## config.mk

```make
export PLATFORM = sky130hd
export DESIGN_NAME = obstacle_pool
export DESIGN_NICKNAME = d
export VERILOG_FILES = /design/src/rtl/obstacle_pool.sv
export SDC_FILE = /design/constraint.sdc
export NUM_CORES = 1
export LEC_CHECK = 0
export BUFFER_PORTS_ARGS = -buffer_cell sky130_fd_sc_hd__clkbuf_2
export CAP_MARGIN = 10
export CORE_ASPECT_RATIO = 0.6
export CORE_UTILIZATION = 46
export DETAILED_ROUTE_END_ITERATION = 7
export GPL_TIMING_DRIVEN = 0
export PLACE_DENSITY = 0.8
export RECOVER_POWER = 50
export SLEW_MARGIN = 10
export SYNTH_ARGS = -nofsm -noshare
export SYNTH_HDL_FRONTEND = slang
export SYNTH_SLANG_ARGS = --single-unit
```

## constraint.sdc

```tcl
create_clock -name clk -period 2.61 [get_ports clk]
set_clock_uncertainty 0.2 [all_clocks]
set_input_delay 0 -clock clk [delete_from_list [all_inputs] [get_ports clk]]
set_output_delay 0 -clock clk [all_outputs]
set_load 0.005 [all_outputs]
```

## src/rtl/obstacle_pool.sv

```systemverilog
// obstacle_pool: NUM_OBS scrolling obstacle slots with LFSR-driven spawning and speed ramp
module obstacle_pool #(
    parameter int NUM_OBS    = 3,
    parameter int CONV       = 2,
    parameter int SPAWN_X    = 160,
    parameter int INIT_GAP   = 30,
    parameter int MIN_GAP    = 20,
    parameter int MAX_SPEED  = 4,
    parameter int RAMP_TICKS = 600,
    localparam int POS_W     = 10 - CONV
) (
    input  logic                     clk,
    input  logic                     rst_n,
    input  logic                     game_tick,
    input  logic                     game_start,
    input  logic                     game_frozen,
    input  logic [7:0]               rng,
    output logic [NUM_OBS*POS_W-1:0] obs_pos,
    output logic [NUM_OBS*3-1:0]     obs_type,
    output logic [NUM_OBS-1:0]       obs_active,
    output logic [3:0]               speed
);
    localparam int GAP_MAX = (INIT_GAP > MIN_GAP + 31) ? INIT_GAP : MIN_GAP + 31;
    localparam int GAP_W   = $clog2(GAP_MAX + 1);
    localparam int RAMP_W  = (RAMP_TICKS > 1) ? $clog2(RAMP_TICKS) : 1;

    logic [POS_W-1:0]  pos_q [NUM_OBS];
    logic [2:0]        type_q [NUM_OBS];
    logic [NUM_OBS-1:0] act_q;
    logic [GAP_W-1:0]  gap_q;
    logic [RAMP_W-1:0] ramp_q;
    logic [3:0]        spd_q;
    logic [NUM_OBS-1:0] spawn_sel;
    logic              do_spawn;
    logic              seen;
    logic              tick_ok;

    assign tick_ok  = game_tick && !game_frozen;
    assign do_spawn = (gap_q == '0) && !(&act_q);

    // one-hot select of the lowest slot that is free before this tick's move
    always_comb begin
        seen = 1'b0;
        for (int i = 0; i < NUM_OBS; i++) begin
            spawn_sel[i] = !act_q[i] && !seen;
            seen = seen || !act_q[i];
        end
    end

    // slot, gap and speed state; start beats freeze beats tick
    always_ff @(posedge clk or negedge rst_n) begin
        if (!rst_n) begin
            for (int i = 0; i < NUM_OBS; i++) begin
                pos_q[i]  <= '1;
                type_q[i] <= '0;
            end
            act_q  <= '0;
            gap_q  <= GAP_W'(INIT_GAP);
            ramp_q <= '0;
            spd_q  <= 4'd1;
        end else if (game_start) begin
            for (int i = 0; i < NUM_OBS; i++) begin
                pos_q[i]  <= '1;
                type_q[i] <= '0;
            end
            act_q  <= '0;
            gap_q  <= GAP_W'(INIT_GAP);
            ramp_q <= '0;
            spd_q  <= 4'd1;
        end else if (tick_ok) begin
            for (int i = 0; i < NUM_OBS; i++) begin
                if (act_q[i]) begin
                    if (pos_q[i] >= POS_W'(spd_q)) begin
                        pos_q[i] <= pos_q[i] - POS_W'(spd_q);
                    end else begin
                        act_q[i]  <= 1'b0;
                        pos_q[i]  <= '1;
                        type_q[i] <= '0;
                    end
                end else if (do_spawn && spawn_sel[i]) begin
                    act_q[i]  <= 1'b1;
                    pos_q[i]  <= POS_W'(SPAWN_X);
                    type_q[i] <= rng[2:0];
                end
            end
            gap_q <= do_spawn ? GAP_W'(MIN_GAP) + GAP_W'(rng[7:3])
                   : (gap_q != '0) ? gap_q - 1'b1 : gap_q;
            if (ramp_q == RAMP_W'(RAMP_TICKS - 1)) begin
                ramp_q <= '0;
                spd_q  <= (spd_q < 4'(MAX_SPEED)) ? spd_q + 4'd1 : spd_q;
            end else begin
                ramp_q <= ramp_q + 1'b1;
            end
        end
    end

    genvar g;
    generate
        for (g = 0; g < NUM_OBS; g++) begin : g_pack
            assign obs_pos[g*POS_W +: POS_W] = pos_q[g];
            assign obs_type[g*3 +: 3]        = type_q[g];
        end
    endgenerate

    assign obs_active = act_q;
    assign speed      = spd_q;
endmodule
```

# --- After elaboration in Yosys (flattened, before gate mapping) ---
# Cells that the tools add are included.
totals:
  reg_bits: 56
classes:
  addsub: 7
  n_lt_le_gt_ge: 4
  n_eq_ne: 4
  n_mux: 44
  n_reduce_logical: 32
op_table:
  columns: ["operator", "n"]
  rows:
  - ["$mux W8", 9]
  - ["$mux W24", 2]
  - ["$mux W3", 11]
  - ["$mux W10", 3]
  - ["$ge A8 B4 Y1", 3]
  - ["$mux W6", 4]
  - ["$sub A8 B4 Y8", 3]
  - ["$mux W9", 2]
  - ["$mux W4", 4]
  - ["$reduce_and A3 Y1", 5]
  - ["$reduce_bool A3 Y1", 4]
  - ["$add A10 B1 Y10 const B", 1]
  - ["$eq A10 B10 Y1 const B", 1]
  - ["$mux W1", 9]
  - ["$ne A3 B3 Y1 const B", 3]
  - ["$reduce_and A2 Y1", 4]
  - ["$logic_and A1 B1 Y1", 7]
  - ["$add A5 B5 Y6 const A", 1]
  - ["$logic_not A1 Y1", 6]
  - ["$logic_not A6 Y1", 1]
  - ["$reduce_bool A2 Y1", 3]
  - ["$reduce_bool A6 Y1", 1]
  - ["$sub A6 B1 Y6 const B", 1]
  - ["$add A4 B1 Y4 const B", 1]
  - ["2 further kinds", 2]

# --- Depth between registers and ports, before layout ---
logic_depth:
  depth_word: 9
  depth_mapped: 9

# --- Worst setup path after synthesis ---
# OpenSTA, ideal clock, no wires.
synth_path:
  kind: "reg-to-reg"
  from: "reg pos_q (netlist bit obs_pos[8])"
  to: "reg pos_q (netlist bit obs_pos[15])"
  arrival_time_ns: 2.223
  t_required_ns: 2.330
  path_slack_ns: 0.108
  stages_incl_launch_ff: 9
  path_buffers: 0
  synth_period_minus_slack_ns: 2.502
  cell_sequence: "dfstp_2 -> inv_1 -> ha_1 -> fa_1 -> and2b_1 -> o21ai_1 -> a311oi_2 -> a21oi_1 -> o22a_1"
synth_via:
  elab_chain_cells: 5
synth_lines:
  columns: ["item", "line", "text"]
  rows:
  - ["from (decl)", "27", "logic [POS_W-1:0] pos_q [NUM_OBS];"]
  - ["from (signal, indexed assignment)", "74", "pos_q[i] <= pos_q[i] - POS_W'(spd_q);"]
  - ["from (signal, indexed assignment)", "82", "pos_q[i] <= POS_W'(SPAWN_X);"]
  - ["$sub A8 B4 Y8 or $ge A8 B4 Y1 (tied branches)", "74, 73", null]
  - ["$mux W8 *", "73", "if (pos_q[i] >= POS_W'(spd_q)) begin"]
  - ["$mux W8 *", "72", "if (act_q[i]) begin"]
  - ["$mux W24 *", "70", "end else if (tick_ok) begin"]
  - ["$mux W24 *", "61", "end else if (game_start) begin"]
# Mark *: on every way between the ends. The rest lies on a longest branch, timed or not. The select of a mux whose other input is x is not followed.
# A chain may end at the register's enable or synchronous reset.

# --- Worst setup path after layout ---
layout_path:
  from: "reg spd_q[0] (netlist: speed[0])"
  to: "reg type_q (netlist bit obs_type[8])"
layout_via:
  elab_chain_cells: 3
layout_lines:
  columns: ["item", "line", "text"]
  rows:
  - ["from (decl)", "32", "logic [3:0] spd_q;"]
  - ["from (signal assigned)", "90", "spd_q <= (spd_q < 4'(MAX_SPEED)) ? spd_q + 4'd1 : spd_q;"]
  - ["$ge A8 B4 Y1", "73", null]
  - ["$ne A3 B3 Y1 (no line)", null, null]
  - ["$reduce_and A3 Y1 (no line)", null, null]
  - ["to (signal, indexed assignment)", "83", "type_q[i] <= rng[2:0];"]
  - ["to (decl)", "28", "logic [2:0] type_q [NUM_OBS];"]
# No other way between the ends.

==> summary.txt <==
Run status
  • Status: complete, no violations

GRT
  • All-layer global routing usage: 0.249
  • First-pass GRT wire length: 15500 um
  • Pin count of the biggest net entering global routing: 57
  • Vias in the first global route: 3038
  • Total grt overflow: 0
  • Antenna violations before repair: 0

Floorplanning
  • Core region area: 0.00736 mm^2
  • Row cnt: 24
  • Die H: 70.0 um
  • Initial Util: 0.482
  • Io pins: 53
  • Horiz. Die Dim: 115 um
  • Full die area: 0.00808 mm^2

Layout
  • Ant. Diodes: 0
  • Area Growth Syn to Fin: 19.8%
  • Fin cells: 550
  • Most frequent cells in the layout: clkbuf_2, nor2_1, nand2_1
  • Fill cell count: 646
  • Most common cell after layout, fill and taps aside: clkbuf_2
  • # nets final: 478
  • Share of layout cells above drive strength 1: 0.244

Placed design
  • Post-DP HPWL: 6850 um
  • Placed Cells: 529
  • RePlAce Congestion: 0.932
  • I/O Buffers: 52
  • Worst setup slack after placement: -0.132 ns

Timing
  • # setup viols final: 0
  • F_max: 396 MHz
  • Fin crit period: 2.53 ns
  • Pins over their slew limit: 0
  • Worst relative slew slack: 0.0591
  • Slack of the critical path: 0.0846 ns
  • Final hold vios: 0
  • RSZ-0062 raised after global routing: no
  • Slew at the pin closest to its max-slew limit: 1.41 ns
  • Final period utilization: 0.968

Logic synthesis
  • Post-synth top area share: 0.215
  • Post-synthesis sequential area ratio: 0.405
  • Area leader, netlist: dfstp_2
  • Top cells by area, synth: dfstp_2, dfrtp_1, ha_1, a21oi_1, nor2_1
  • Post-Syn Area per Cell: 9.52 um^2
  • Post-synth EDFFs: 0
  • Synth unique cells: 67
  • Cell Area, Synth: 0.00355 mm^2
  • Post-Syn Instances: 373
  • Syn. warnings: 0
  • Ys flop type: dfstp_2
  • #FFs+latches synth: 56
  • Net Count, Synth: 406
  • Ys async rst share: 1.00

Clock network
  • Clk_lat worst skew: 0.30 ns
  • Maximum buffer depth of the clock tree: 2
  • TritonCTS Buffers: 5
  • H-tree lvl count: 2
  • Clock tree root buffer cell: clkbuf_16
  • CTS Sinks: 56
  • Clk slew on worst S/H paths: 0.07 ns
  • TritonCTS clock tree: done

Power
  • Max VDD drop: 0.217 mV
  • Cell area power density: 410 mW/mm^2
  • Cell leakage power: 0.00174 uW

Routing
  • Via count: 3274
  • DRT Pass-1 Iters: 5
  • Routed Antenna Nets: 0
  • Vias/cell: 5.95
  • Drt wl/cell: 17.3 um
  • 1st-iter DRT viols: 339
  • Routed wire length: 9520 um
  • DRC: 0

Worst hold path
  • Worst min path class: in2reg

Critical path
  • Startpoint type of the worst setup path: register
  • CP max FO: 6
  • Crit end category: register
  • CP arrival: 2.51 ns
  • Critical path type: reg2reg
  • Req. time, crit path: 2.59 ns

Flow run
  • Max-Cap Viols: 0
-- worst paths after layout --
check	from	slack, ns	end	depth (start not counted)
setup / recovery	speed[0]	0.08	obs_type[8]	7
hold / removal	game_start	0.04	ramp_q[0]	4
setup reg to reg	speed[0]	0.08	obs_type[8]	7
hold reg to reg	obs_type[8]	0.31	obs_type[8]	1
max in group asynchronous	rst_n	0.90	speed[1]	2
min in group asynchronous	rst_n	0.38	obs_type[4]	2
-- cells by family (layout without fill, tap and decap cells) --
logic type | count (synthesis) | after routing | synth area share
AO/OA/AOI/OAI | 118 | 118 | 0.228
XOR/XNOR | 13 | 13 | 0.0321
adder cells (fa/ha/maj) | 20 | 20 | 0.0768
buffers and inverters | 25 | 98 | 0.0352
flip-flops | 56 | 56 | 0.405
multiplexers | 6 | 6 | 0.0173
AND/OR/NAND/NOR | 135 | 135 | 0.206
-- critical path: stages (launching register included) --
cell and delay (ns):
dfstp_2 0.65, ha_1 0.24, fa_1 0.26, nand3b_1 0.13, nand3_1 0.24, o21ai_2 0.37
nand2_2 0.11, a32o_1 0.21
-- metrics by stage --
stage	hold WS [ns]	cell area [um^2]	util	TNS, ns	power [uW]
after floorplan	-0.496	3550	-	0	1010
after global placement	0.0751	3940	0.536	-0.473	1080
after detailed placement	-0.0457	3940	0.536	-0.833	1090
after CTS	0.0357	4210	0.572	0	1760
after global routing	0.0754	4250	0.578	0	1810
final	0.0418	4250	0.578	0	1740
-- state kept, by name, summed over array words and instances (netlist names) --
name and flops:
obs_pos 24, obs_active 3, speed 4, obs_type 9, ramp_q 10, gap_q 6
-- synthesized netlist by cell type (all sizes together) (2+ instances only) --
master    n
nor2     36
nand2    33
a21oi    31
o21ai    31
dfstp    29
dfrtp    27
ha       17
inv      14
nand3    13
nor2b    11
buf       9
nor3      7
xor2      7
a22oi     6
nor4      6
o21a      6
o31ai     6
xnor2     6
and3      5
mux2i     5
nand4     5
a211o     4
a21o      4
a32o      4
nand2b    4
nand3b    4
a2bb2oi   3
a32oi     3
fa        3
o31a      3
a211oi    2
a22o      2
a31oi     2
a41oi     2
clkbuf    2
o211ai    2
or4       2
-- power by group --
part | internal (uW) | switching, uW | leakage, uW
registers | 894 | 17.1 | 0.000657
clock network | 356 | 307 | 0.0000679
logic | 65.2 | 105 | 0.00101
total | 1320 | 429 | 0.00174
-- metal layers --
metal	track usage	vias to the layer above	part of all wire
met5	0	-	0
met4	0.0548	0	0.0068
met3	0.0538	8	0.086
met1	0.371	1595	0.47
met2	0.366	151	0.43
li1	-	1520	-
-- repair_timing --
action	4_1_cts	5_1_grt
setup buffers	1	2
hold buffers	10	0
hold endpoints to repair	39	0
endpoints found under the setup margin	10	26
pin swaps	2	1
resized for setup	3	10
-- layout make-up --
cell class / count / area (um^2) / area share
plain buffers: 11 / 72.6 / 0.0171
flip-flops and latches: 56 / 1440 / 0.338
inverters: 14 / 52.6 / 0.0124
multi-input cells: 292 / 2040 / 0.481
clock inverters: 1 / 5.00 / 0.00118
clock buffers: 7 / 133 / 0.0312
repair buffers: 65 / 375 / 0.0883
well taps: 104 / 130 / 0.0306
Note: power is estimated with default switching activity, not from simulation.
